===== src/rtl/seven_seg_scan_ctrl.sv =====
// seven_seg_scan_ctrl: scans NUM_DIGITS common-anode digits through one shared hex decoder.
// Each slot starts with BLANK_CYCLES of all anodes off while x settles, then lights one digit.
// A shadow register updated only at frame wrap keeps the display tear-free.
// Optional feature macro: LEADING_ZERO_BLANK_EN (suppress leading-zero digits, digit 0 excepted).
module seven_seg_scan_ctrl #(
    parameter int unsigned NUM_DIGITS   = 4,
    parameter int unsigned SLOT_CYCLES  = 50000,
    parameter int unsigned BLANK_CYCLES = 500
) (
    input  logic                    clk,
    input  logic                    reset,
    input  logic                    enable,
    input  logic                    load,
    input  logic [4*NUM_DIGITS-1:0] digits_in,
    input  logic [NUM_DIGITS-1:0]   dp_in,
    output logic [3:0]              x,
    output logic [NUM_DIGITS-1:0]   an,
    output logic                    dp,
    output logic                    frame_done
);

    localparam int unsigned CntW = $clog2(SLOT_CYCLES);
    localparam int unsigned IdxW = $clog2(NUM_DIGITS);

    localparam logic [CntW-1:0] BlankLast = CntW'(BLANK_CYCLES - 1);
    localparam logic [CntW-1:0] SlotLast  = CntW'(SLOT_CYCLES - 1);
    localparam logic [IdxW-1:0] IdxLast   = IdxW'(NUM_DIGITS - 1);

    typedef enum logic [0:0] {StBlank, StOn} state_e;

    state_e                      state_q, state_d;
    logic [CntW-1:0]             slot_cnt_q, slot_cnt_d;
    logic [IdxW-1:0]             idx_q, idx_d;
    logic [3:0]                  x_q, x_d;
    logic                        frame_done_q, frame_done_d;
    logic [NUM_DIGITS-1:0][3:0]  staging_q, staging_d;
    logic [NUM_DIGITS-1:0]       staging_dp_q, staging_dp_d;
    logic [NUM_DIGITS-1:0][3:0]  shadow_q, shadow_d;
    logic [NUM_DIGITS-1:0]       shadow_dp_q, shadow_dp_d;
    logic                        pending_q, pending_d;
    logic                        slot_end;
    logic                        suppress;

`ifdef LEADING_ZERO_BLANK_EN
    logic [NUM_DIGITS-1:0] upper_zero;

    // upper_zero[i]: shadow nibble i and every higher-index nibble are zero
    always_comb begin
        upper_zero = '0;
        for (int i = 0; i < NUM_DIGITS; i++) begin
            upper_zero[i] = 1'b1;
            for (int j = i; j < NUM_DIGITS; j++) begin
                if (shadow_q[j] != 4'h0) begin
                    upper_zero[i] = 1'b0;
                end
            end
        end
    end

    // A requested decimal point keeps an otherwise-suppressed digit lit
    assign suppress = (idx_q != '0) && upper_zero[idx_q] && !shadow_dp_q[idx_q];
`else
    assign suppress = 1'b0;
`endif

    // Next-state: slot timing, digit advance, frame-boundary shadow transfer, staging capture
    always_comb begin
        state_d      = state_q;
        slot_cnt_d   = slot_cnt_q;
        idx_d        = idx_q;
        x_d          = x_q;
        frame_done_d = 1'b0;
        staging_d    = staging_q;
        staging_dp_d = staging_dp_q;
        shadow_d     = shadow_q;
        shadow_dp_d  = shadow_dp_q;
        pending_d    = pending_q;
        slot_end     = 1'b0;

        if (!enable) begin
            // Park in a fresh blank slot so re-enable starts from slot_cnt = 0
            state_d    = StBlank;
            slot_cnt_d = '0;
        end else begin
            slot_cnt_d = (slot_cnt_q == SlotLast) ? '0 : slot_cnt_q + 1'b1;
            case (state_q)
                StBlank: begin
                    if (slot_cnt_q == BlankLast) begin
                        state_d = StOn;
                    end
                end
                StOn: begin
                    if (slot_cnt_q == SlotLast) begin
                        state_d  = StBlank;
                        slot_end = 1'b1;
                        idx_d    = (idx_q == IdxLast) ? '0 : idx_q + 1'b1;
                    end
                end
                default: state_d = StBlank;
            endcase
        end

        if (slot_end && (idx_q == IdxLast)) begin
            frame_done_d = 1'b1;
            if (pending_q) begin
                shadow_d    = staging_q;
                shadow_dp_d = staging_dp_q;
                pending_d   = 1'b0;
            end
        end

        // A load on the wrap edge lands in staging after the old staging moved to shadow
        if (load) begin
            staging_d    = digits_in;
            staging_dp_d = dp_in;
            pending_d    = 1'b1;
        end

        // Present the next digit's nibble during its blanking interval
        if (slot_end) begin
            x_d = shadow_d[idx_d];
        end
    end

    // State registers with synchronous active-high reset
    always_ff @(posedge clk) begin
        if (reset) begin
            state_q      <= StBlank;
            slot_cnt_q   <= '0;
            idx_q        <= '0;
            x_q          <= 4'h0;
            frame_done_q <= 1'b0;
            staging_q    <= '0;
            staging_dp_q <= '0;
            shadow_q     <= '0;
            shadow_dp_q  <= '0;
            pending_q    <= 1'b0;
        end else begin
            state_q      <= state_d;
            slot_cnt_q   <= slot_cnt_d;
            idx_q        <= idx_d;
            x_q          <= x_d;
            frame_done_q <= frame_done_d;
            staging_q    <= staging_d;
            staging_dp_q <= staging_dp_d;
            shadow_q     <= shadow_d;
            shadow_dp_q  <= shadow_dp_d;
            pending_q    <= pending_d;
        end
    end

    // Anode/dp drive: at most one anode low, all off while blanking or disabled
    always_comb begin
        an = '1;
        dp = 1'b1;
        if (enable && (state_q == StOn)) begin
            if (!suppress) begin
                an[idx_q] = 1'b0;
            end
            dp = ~shadow_dp_q[idx_q];
        end
    end

    assign x          = x_q;
    assign frame_done = frame_done_q;

endmodule


===== config.mk =====
export PLATFORM = sky130hd
export DESIGN_NAME = seven_seg_scan_ctrl
export DESIGN_NICKNAME = d
export VERILOG_FILES = /design/src/rtl/seven_seg_scan_ctrl.sv
export SDC_FILE = /design/constraint.sdc
export NUM_CORES = 1
export LEC_CHECK = 0
export ABC_CLOCK_PERIOD_IN_PS = 1900
export BUFFER_PORTS_ARGS = -buffer_cell sky130_fd_sc_hd__buf_2
export CAP_MARGIN = 25
export CORE_AREA = 5 5 96 98
export CTS_CLUSTER_DIAMETER = 200
export DETAILED_ROUTE_END_ITERATION = 10
export DIE_AREA = 0 0 101 103
export PLACE_DENSITY = 0.61
export SETUP_SLACK_MARGIN = 0.05
export SLEW_MARGIN = 20
export SYNTH_ARGS = -nofsm -noshare
export SYNTH_HDL_FRONTEND = slang
export SYNTH_SLANG_ARGS = --single-unit

===== constraint.sdc =====
create_clock -name clk -period 1.9 [get_ports clk]
set_input_delay 0.19 -clock clk [delete_from_list [all_inputs] [get_ports clk]]
set_output_delay 0.19 -clock clk [all_outputs]
set_load 0.01 [all_outputs]

## Word-level counts from Yosys, hierarchy flattened

Index checks and enable logic that the tools add are counted.
W data, S select, Z words.

- $add $sub $neg: 2
- Order comparisons: 3
- Equality and inequality tests: 3
- Muxes and demuxes: 23
- Bitwise logic cells: 4
- Reduce and logical (&&, ||, !) cells: 7

Operator list:

| kind | count |
|---|---|
| $mux W16 | 2 |
| $add A16 B1 Y16 const B | 1 |
| $eq A16 B16 Y1 const B | 1 |
| $eq A16 B9 Y1 const B | 1 |
| $mux W1 | 11 |
| $bmux W4 S2 | 1 |
| $mux W2 | 4 |
| $mux W4 | 2 |
| $lt A2 B3 Y1 const B | 2 |
| $not A4 Y4 | 1 |
| $logic_and A1 B1 Y1 | 3 |
| $not A1 Y1 | 3 |
| $reduce_or A3 Y1 | 1 |
| $add A2 B1 Y2 const B | 1 |
| $bmux W1 S2 | 1 |
| $demux W1 S2 | 1 |
| $eq A2 B2 Y1 const B | 1 |
| $ge A2 B1 Y1 const B | 1 |
| $pmux W1 S2 | 1 |
| $reduce_and A2 Y1 | 1 |
| $reduce_bool A2 Y1 | 1 |
| $reduce_or A2 Y1 | 1 |

- Register bits after elaboration: 65
- Output and inout port bits: 10
- Bits of input ports: 24

## Depth between registers and ports, before layout

- Depth after elaboration: 8
- Depth in mapped cells: 8

## Worst setup path before layout

No wires, ideal clock.

- Path type: register to register
- Start point: register slot_cnt_q[11]
- End point: register x_q[0] (netlist: x[0])
- Path buffers: 1
- Cell stages (with the launch flop): 7
- Clock period less this slack: 2.124 ns
- Library setup time: 0.115 ns
- Data arrival time: 2.010 ns
- Slack: -0.224 ns
- Data required time: 1.785 ns
- Cells stage by stage: dfxtp_1 -> or4_4 -> nor4_4 -> and4_1 -> buf_4 -> mux4_2 -> o21a_1

- Word-level cells in the longest chain between the ends: 8

Ends and longest elaborated chain:

| element | RTL line | text |
|---|---|---|
| start: declaration | 32 | `logic [CntW-1:0] slot_cnt_q, slot_cnt_d;` |
| start signal: assignment | 140 | `slot_cnt_q <= slot_cnt_d;` |
| $eq A16 B16 Y1 (*) | 93 | `if (slot_cnt_q == SlotLast) begin` |
| $mux W1 | 93 |  |
| $mux W1 | 86 | `case (state_q)` |
| $mux W1 | 80 | `if (!enable) begin` |
| $logic_and A1 B1 Y1 | 103 | `if (slot_end && (idx_q == IdxLast)) begin` |
| $mux W16 | 103 |  |
| $bmux W4 S2 | 121 | `x_d = shadow_d[idx_d];` |
| $mux W4 (not written as such) | 121 |  |
| end signal: assignment | 131 | `x_q <= 4'h0;` |
| end signal: assignment | 142 | `x_q <= x_d;` |
| end: declaration | 34 | `logic [3:0] x_q, x_d;` |

Every way passes the cells marked *; elsewhere a longest branch is shown, timed or not. The select of a mux whose other input is x is not followed.
A chain may end at the register's enable or synchronous reset.

## Worst setup path in the final report

- Start point: register slot_cnt_q[11]
- End point: register x_q[1] (netlist: x[1])

The elaborated chain is that of the path after synthesis.

==> metrics.md <==
| Metric | Value |
|---|---|
| Filler cells | `844` |
| Final setup fails | `20` |
| Seq/Total Area, Yosys | `46.6%` |
| Final Net Count | `398` |
| HP Class | `in -> reg` |
| Row Count | `34` |
| Core area | `8380 sq um` |
| Clock Sinks | `65` |
| Top FF cell, synth | `dfxtp_1` |
| Gr usage total | `12.6%` |
| Largest net degree at the start of global routing | `30` |
| CTS tree | `built` |
| Combinational Power Share | `4.1%` |
| RSZ-0062 raised after global routing | `true` |
| Final Hold Slack | `0.0772 ns` |
| Failing checks | `setup timing` |
| Die height | `103 microns` |
| Wire per inst | `12.3 microns` |
| Max VDD drop | `436 uV` |
| YS warnings | `0` |
| Mapped Cells | `311` |
| Layout Skew | `0.0123 ns` |
| Worst-case clock buffer depth | `2` |
| Crit. End Element | `flop` |
| Setup CP Type | `reg -> reg` |
| Skew-Pair Late Insertion Delay | `0.34 ns` |
| Residual DRC | `0` |
| CTS Buf Count | `9` |
| Synthesized Nets | `340` |
| Post-synth EDFFs | `0` |
| Ant. Diodes | `0` |
| Arr. time, crit path | `2.24 ns` |
| Buffers added on ports | `33` |
| Switch Pwr | `618 uW` |
| First-pass GRT wire length | `10300 microns` |
| Final Max Slew Viols | `0` |
| Overflow left after global routing | `0` |
| Slew @ Worst Pin | `0.621 ns` |
| Ports | `34` |
| Post-Syn Area | `2790 sq um` |
| Vias | `2308` |
| Max-slew headroom | `58.6%` |
| Initial DRC count | `104` |
| Power Internal | `2.05 mW` |
| Total Power | `2.67 mW` |
| Pwr Density | `768 nW/um^2` |
| Final Instance Area | `3480 sq um` |
| Initial core utilization | `33.3%` |
| Flop pwr share | `52.7%` |
| Vias/cell | `4.79` |
| Sequential cell area | `1300 sq um` |
| Syn-to-layout area delta | `24.5%` |
| PnR worst setup slack | `-0.105 ns` |
| Outcome | `finished, violations left` |
| Final ANT Viol Nets | `0` |
| Leak | `1.34 nW` |
| Clock edge transition at the registers on the reported setup and hold paths | `0.08 ns` |
| Ratio of cells with drive above 1 in the final layout | `25.4%` |
| Synthesized flop and latch total | `65` |
| Initial antenna violation count | `0` |
| Critical path fanouts, max | `4` |
| Commonest non-fill, non-tap cells in the layout | `dfxtp_1 (64), nand2_1 (52), nor2_1 (43), buf_2 (33), buf_4 (32)` |
| CTS Root Cell | `clkbuf_8` |
| Fmax | `0.499 GHz` |
| Fin. Hold Viols | `0` |
| Switch share | `23.1%` |
| Final wirelength | `5940 microns` |
| Worst slack, placed | `-0.0988 ns` |
| Final Cycle Share | `106%` |
| Max Cap Viol | `0` |
| Vias in the first global route | `2291` |
| Total die area | `10400 sq um` |
| DRT Pass-1 Iters | `4` |
| Die Wd | `101 microns` |
| Final Critical Period | `2.00 ns` |
| Routability cong. | `0.814` |
| Clock network power share | `43.2%` |
| Critical Path RT | `2.13 ns` |
| Post-synth cell types | `40` |
| Multi-input gate area | `1410 sq um` |
| Area after DPL | `3250 sq um` |
| DP HPWL | `4420 microns` |
| Most common cell after layout, fill and taps aside | `dfxtp_1` |
| Number of H-tree levels | `3` |
| FFs w/ async S/R, synth | `0%` |
| Syn Area/Cell | `8.98 sq um` |
| Startpoint Class | `flop` |
[repair_timing]
item | CTS | global route
setup endpoints to repair | 37 | 44
gates resized for setup | 2 | 7
cloned | 0 | 0
pin swaps | 1 | 1
hold buffers | 0 | 0
setup buffers | 1 | 0
[layout make-up]
cell class	count	share of cell area [%]
Clock buffer	10	3.67
Tap cell	108	3.89
Clock inverter	6	1.98
Inverter	4	0.432
Multi-Input combinational cell	223	40.6
Sequential cell	65	37.5
Timing Repair Buffer	66	12.0
[critical path, cell delays in order, from the launching register on]
cell and delay [ns]:
dfxtp_2 0.32, or4_4 0.56, nor4_4 0.19, and4_4 0.28, buf_4 0.11, mux4_2 0.27
o21a_1 0.17
[metrics by stage]
step / TNS [ns] / util (%) / cells
floorplan: -0.772 / - / 311
global placement: -0.234 / 38.8 / 466
detailed placement: -0.339 / 38.8 / 466
CTS: -0.295 / 41.3 / 483
global route: -4.93 / 41.5 / 482
finish: -0.676 / 41.5 / 482
[per-layer routing]
metal	GRT usage, %	routed length (microns)	vias to the layer above
li1	-	-	1183
met1	15.7	2830	1078
met2	20.2	2750	34
met3	3.72	232	13
met4	5.42	120	0
met5	0	0	-
[kinds of logic (layout without fill, tap and decap cells)]
family	count (synthesis)	after routing	share of synthesized area [%]
buf+inv	23	86	3.85
xor+xnor	12	12	3.76
flops	65	65	46.6
fa+ha+maj	5	5	2.24
simple gates	136	136	23.0
mux	29	29	12.2
compound gates	41	41	8.33
[registers in the layout, summed over array words and instances (netlist names), 2 cells and up]
name	count
shadow_q	16
slot_cnt_q	16
staging_dp_q	4
staging_q	16
x	4
idx_q	2
shadow_dp_q	4
[Yosys cell counts, types with 2 or more instances]
cell type	count	area, sq um
a21oi_1	31	155
a311oi_1	3	26.3
and2_1	3	18.8
and3_1	4	25.0
and4_1	3	26.3
buf_1	4	15.0
buf_2	2	10.0
buf_6	2	22.5
clkbuf_1	10	37.5
dfxtp_1	65	1300
ha_1	5	62.6
inv_1	4	15.0
mux2i_1	25	250
mux4_2	4	90.1
nand2_1	52	195
nand3_1	8	40.0
nand4_1	4	25.0
nor2_1	44	165
nor3_1	2	10.0
nor4_1	2	12.5
o21a_1	3	22.5
o21ai_0	2	10.0
or3_1	2	12.5
xnor2_1	6	52.6
xor2_1	6	52.6
[power by group through the flow]
stage | Sequential [mW] | Clock (mW) | Combinational, mW
6_report | 1.41 | 1.15 | 0.109
5_1_grt | 1.41 | 1.25 | 0.123
4_1_cts | 1.41 | 1.20 | 0.110
3_5_place_dp | 1.44 | 0 | 0.110
3_3_place_gp | 1.44 | 0 | 0.107
2_1_floorplan | 1.43 | 0 | 0.0710
[final timing paths]
path	start	endpoint	slack, ns	cells after the start
worst max register to register	slot_cnt_q[11]	x[1]	-0.10	6
worst max-delay path	slot_cnt_q[11]	x[1]	-0.10	6
worst min register to register	shadow_q[13]	shadow_q[13]	0.45	2
worst min-delay path	digits_in[13]	staging_q[13]	0.08	3
Power figures use the tool's default switching activity.
